**src/rtl/alu_arbiter.sv**
```systemverilog
// Two-client round-robin arbiter in front of one shared combinational ALU.
// Each grant's ALU result is captured into that client's one-deep response register.
module alu_arbiter #(
  parameter int DATA_WIDTH    = 32,
  parameter int OPCODE_LENGTH = 4
) (
  input  logic                     clk,
  input  logic                     rst_n,
  input  logic                     req0_valid,
  output logic                     req0_ready,
  input  logic [OPCODE_LENGTH-1:0] req0_op,
  input  logic [DATA_WIDTH-1:0]    req0_a,
  input  logic [DATA_WIDTH-1:0]    req0_b,
  input  logic                     req1_valid,
  output logic                     req1_ready,
  input  logic [OPCODE_LENGTH-1:0] req1_op,
  input  logic [DATA_WIDTH-1:0]    req1_a,
  input  logic [DATA_WIDTH-1:0]    req1_b,
  output logic                     rsp0_valid,
  output logic [DATA_WIDTH-1:0]    rsp0_result,
  input  logic                     rsp0_ready,
  output logic                     rsp1_valid,
  output logic [DATA_WIDTH-1:0]    rsp1_result,
  input  logic                     rsp1_ready,
  output logic [DATA_WIDTH-1:0]    alu_src_a,
  output logic [DATA_WIDTH-1:0]    alu_src_b,
  output logic [OPCODE_LENGTH-1:0] alu_operation,
  input  logic [DATA_WIDTH-1:0]    alu_result
);

  logic                  req_valid [2];
  logic                  rsp_ready [2];
  logic                  elig      [2];
  logic                  grant     [2];
  logic                  rsp_valid_q  [2];
  logic                  rsp_valid_d  [2];
  logic [DATA_WIDTH-1:0] rsp_result_q [2];
  logic [DATA_WIDTH-1:0] rsp_result_d [2];
  logic                  last_q;
  logic                  last_d;

  assign req_valid[0] = req0_valid;
  assign req_valid[1] = req1_valid;
  assign rsp_ready[0] = rsp0_ready;
  assign rsp_ready[1] = rsp1_ready;

  genvar gi;
  generate
    for (gi = 0; gi < 2; gi++) begin : g_client
      // A slot is free if empty or being drained this very cycle.
      assign elig[gi] = req_valid[gi] & (~rsp_valid_q[gi] | rsp_ready[gi]);

      always_comb begin
        rsp_valid_d[gi]  = rsp_valid_q[gi];
        rsp_result_d[gi] = rsp_result_q[gi];
        if (grant[gi]) begin
          rsp_valid_d[gi]  = 1'b1;
          rsp_result_d[gi] = alu_result;
        end else if (rsp_ready[gi]) begin
          rsp_valid_d[gi]  = 1'b0;
        end
      end

      always_ff @(posedge clk or negedge rst_n) begin
        if (!rst_n) begin
          rsp_valid_q[gi]  <= 1'b0;
          rsp_result_q[gi] <= '0;
        end else begin
          rsp_valid_q[gi]  <= rsp_valid_d[gi];
          rsp_result_q[gi] <= rsp_result_d[gi];
        end
      end
    end
  endgenerate

  // On contention the client that was not granted last wins.
  assign grant[0] = elig[0] & (~elig[1] | last_q);
  assign grant[1] = elig[1] & (~elig[0] | ~last_q);

  always_comb begin
    last_d = last_q;
    if (grant[0]) last_d = 1'b0;
    else if (grant[1]) last_d = 1'b1;
  end

  always_ff @(posedge clk or negedge rst_n) begin
    if (!rst_n) last_q <= 1'b1;
    else        last_q <= last_d;
  end

  always_comb begin
    alu_src_a     = '0;
    alu_src_b     = '0;
    alu_operation = '0;
    if (grant[0]) begin
      alu_src_a     = req0_a;
      alu_src_b     = req0_b;
      alu_operation = req0_op;
    end else if (grant[1]) begin
      alu_src_a     = req1_a;
      alu_src_b     = req1_b;
      alu_operation = req1_op;
    end
  end

  assign req0_ready  = grant[0];
  assign req1_ready  = grant[1];
  assign rsp0_valid  = rsp_valid_q[0];
  assign rsp1_valid  = rsp_valid_q[1];
  assign rsp0_result = rsp_result_q[0];
  assign rsp1_result = rsp_result_q[1];

endmodule

```
**config.mk**
```make
export PLATFORM = sky130hd
export DESIGN_NAME = alu_arbiter
export DESIGN_NICKNAME = d
export VERILOG_FILES = /design/src/rtl/alu_arbiter.sv
export SDC_FILE = /design/constraint.sdc
export NUM_CORES = 1
export LEC_CHECK = 0
export BUFFER_PORTS_ARGS = -buffer_cell sky130_fd_sc_hd__buf_2
export CAP_MARGIN = 20
export CORE_AREA = 2 2 119 121
export CTS_CLUSTER_SIZE = 10
export DETAILED_ROUTE_END_ITERATION = 12
export DIE_AREA = 0 0 121 123
export GPL_TIMING_DRIVEN = 0
export PLACE_DENSITY = 0.63
export SYNTH_ARGS = -nofsm -noshare
export SYNTH_HDL_FRONTEND = slang
export SYNTH_SLANG_ARGS = --single-unit
```
**constraint.sdc**
```tcl
create_clock -name clk -period 1.7 [get_ports clk]
set_input_delay 0.085 -clock clk [delete_from_list [all_inputs] [get_ports clk]]
set_output_delay 0.085 -clock clk [all_outputs]
set_load 0.03 [all_outputs]
```
==> run summary <==
failing checks = negative setup slack
final worst setup slack = -0.301 ns
NumNets Final = 757
top post-synthesis cells by area = dfrtp_1 (51%), a22o_1 (18%), mux2_2 (15%)
CP required = 1.62 ns
slew of the pin with the lowest slew margin = 0.832 ns
die height = 123 um
Worst setup SP type = flip-flop
async set or reset register ratio after synthesis = 100%
worst min path class = primary input to flip-flop
CP Capture Type = primary output
Switch Pwr = 3.26 mW
root buffer cell = clkbuf_16
die area = 14900 um2
H-tree depth = 3
Reg clk slew, reported paths = 0.05 ns
Final Hold Vio Count = 0
via count = 3587
drt drc = 0
combinational power share = 50.8%
CTS Buf Count = 9
DR WL/cell = 18.6 um
Power Density = 1290 nW/um2
max_cap viols = 0
layout cells sized above 1 = 75.9%
Tmin final = 2.00 ns
global-route wire length before repair = 19300 um
synthesized flop and latch total = 67
outcome = finished, violations left
Yosys warning count = 0
main flop type after synthesis = dfrtp_1
Post-synth EDFFs = 0
Routed Antenna Nets = 0
Clock Sinks = 67
drt first pass iters = 4
I/O Buffers = 309
relative slew slack = 44.6%
synthesized netlist cell count = 231
VDD IR max = 0.895 mV
clk_skew = 0.00773 ns
Synth top area share = 50.9%
TritonCTS clock tree = built
Initial Util = 23.9%
Max Buffers Root-to-Sink = 2
post-synthesis sequential area ratio = 51.7%
switching share of power = 39.3%
syn_nets = 405
WS Path Type = flip-flop to primary output
Clk Latency, worst-skew pair = 0.32 ns
final wirelength = 14300 um
Clk pwr share = 21.9%
area delta synth->final = 98.5%
Routability Congestion = 0.879
DR iter-0 viols = 86
total gr overflow = 0
cell taking the most area after synthesis = dfrtp_1
final core utilization = 47.3%
FMAX = 500 MHz
die width = 121 um
Synth top cells by count = a22o_1 (68), dfrtp_1 (66), mux2_2 (44)
post-synth cell types = 18
RSZ-0062 raised after global routing = yes
Via-to-Cell Ratio = 4.66
pin count of the biggest net entering global routing = 68
mapped cell area = 3250 um2
CORE AREA = 13600 um2
CP arrival = 1.92 ns
critical path fanouts, max = 10
Internal = 5.04 mW
DP HPWL = 10700 um
Pwr Total = 8.30 mW
Setup violations, final = 91
Max Slew Vio Count = 0
fin crit share = 118%
sequential cell fraction of total power = 27.3%
initial antenna violation count = 0
syn avg cell area = 14.1 um2
Lkg Pwr = 3.30 nW
number of global-route vias before repair = 3524
most common cell in the netlist = a22o_1
All-Layer GR Usage = 17.0%
row count = 43
io pins = 310
[power groups by stage]
| stage | Clock, mW | Combinational (mW) | Sequential, mW |
|---|---|---|---|
| floorplan | 0 | 1.45 | 3.11 |
| finish | 1.82 | 4.21 | 2.27 |
| CTS | 1.87 | 3.95 | 2.26 |
| detailed placement | 0 | 3.45 | 2.28 |
| global route | 1.93 | 4.41 | 2.33 |
| global placement | 0 | 3.41 | 2.24 |
[per-stage QoR]
| stage | setup WS, ns | hold WS (ns) | TNS (ns) | instances | area, um2 |
|---|---|---|---|---|---|
| 3_5_place_dp | -0.204 | 0.246 | -8.96 | 720 | 5030 |
| 3_3_place_gp | -0.184 | 0.279 | -7.63 | 720 | 5030 |
| 2_1_floorplan | -0.0257 | -0.211 | -0.212 | 231 | 3260 |
| 4_1_cts | -0.349 | 0.000863 | -25.74 | 762 | 6110 |
| 6_report | -0.301 | 0.0120 | -19.08 | 769 | 6440 |
| 5_1_grt | -0.338 | 0.000904 | -23.43 | 768 | 6440 |
[worst max-delay path, cell delays in order (launching register included)]
cell	delay (ns)
dfrtp_2	0.40
nor2b_4	0.15
o311a_4	0.35
buf_12	0.16
buf_12	0.14
a22o_4	0.26
buf_6	0.14
[flip-flops by register name, summed over array words and instances (netlist names)]
| name | count |
|---|---|
| last_q | 1 |
| rsp0_result | 32 |
| rsp0_valid | 1 |
| rsp1_result | 32 |
| rsp1_valid | 1 |
[what timing repair did]
action / CTS / global route
setup endpoints to repair: 90 / 131
resized for setup: 160 / 56
hold buffers: 18 / 0
buffers inserted: 6 / 3
endpoints found under the hold margin: 93 / 0
gates cloned: 2 / 4
pin swaps: 33 / 34
[per-layer routing]
metal / up-vias / wire [um] / GRT usage [%] / share of wire, %
met4: 0 / 405 / 6.40 / 2.8
met1: 1763 / 5870 / 22.2 / 41
li1: 1605 / - / - / -
met5: - / 0 / 0 / 0
met2: 191 / 7060 / 27.5 / 49
met3: 28 / 960 / 4.01 / 6.7
[final timing paths]
kind | slack (ns) | end | cells after the start | from
min reg2reg | 0.50 | rsp0_result[31] | 1 | rsp0_result[31]
max reg2reg | -0.08 | rsp0_result[30] | 6 | rsp1_valid
min in group asynchronous | 0.41 | rsp0_result[27] | 2 | rst_n
max | -0.30 | alu_src_b[26] | 6 | rsp1_valid
max in group asynchronous | 0.70 | rsp1_valid | 2 | rst_n
min | 0.01 | rsp0_result[10] | 2 | alu_result[10]
[cell usage in the layout (no fill, tap or decap), types with 2 or more instances in the layout]
cell | Yosys | routed
buf_6 | 2 | 83
buf_12 | 0 | 4
clkbuf_16 | 0 | 12
a22o_1 | 68 | 55
inv_1 | 2 | 2
buf_8 | 0 | 5
dfrtp_1 | 66 | 64
mux2_4 | 10 | 20
dfrtp_2 | 0 | 2
a22o_2 | 0 | 2
dlygate4sd3_1 | 0 | 18
a22o_4 | 0 | 11
mux2_2 | 44 | 44
clkinv_2 | 0 | 3
buf_2 | 19 | 241
buf_4 | 1 | 7
[cells by family after synthesis]
logic type | share of synthesized area (%)
mux | 23.4
flops | 51.7
simple gates | 1.04
buf+inv | 4.08
compound gates | 19.8
[final cells by class]
cell class | instances | area (um2)
Tap cell | 180 | 225
Antenna cell | 1 | 2.50
Clock inverter | 5 | 52.6
Fill cell | 1212 | 7170
Multi-Input combinational cell | 140 | 1600
Clock buffer | 11 | 243
Sequential cell | 67 | 1680
Inverter | 2 | 7.51
Timing Repair Buffer | 341 | 2360
Buffer | 22 | 274
(Power assumes the default switching activity.)
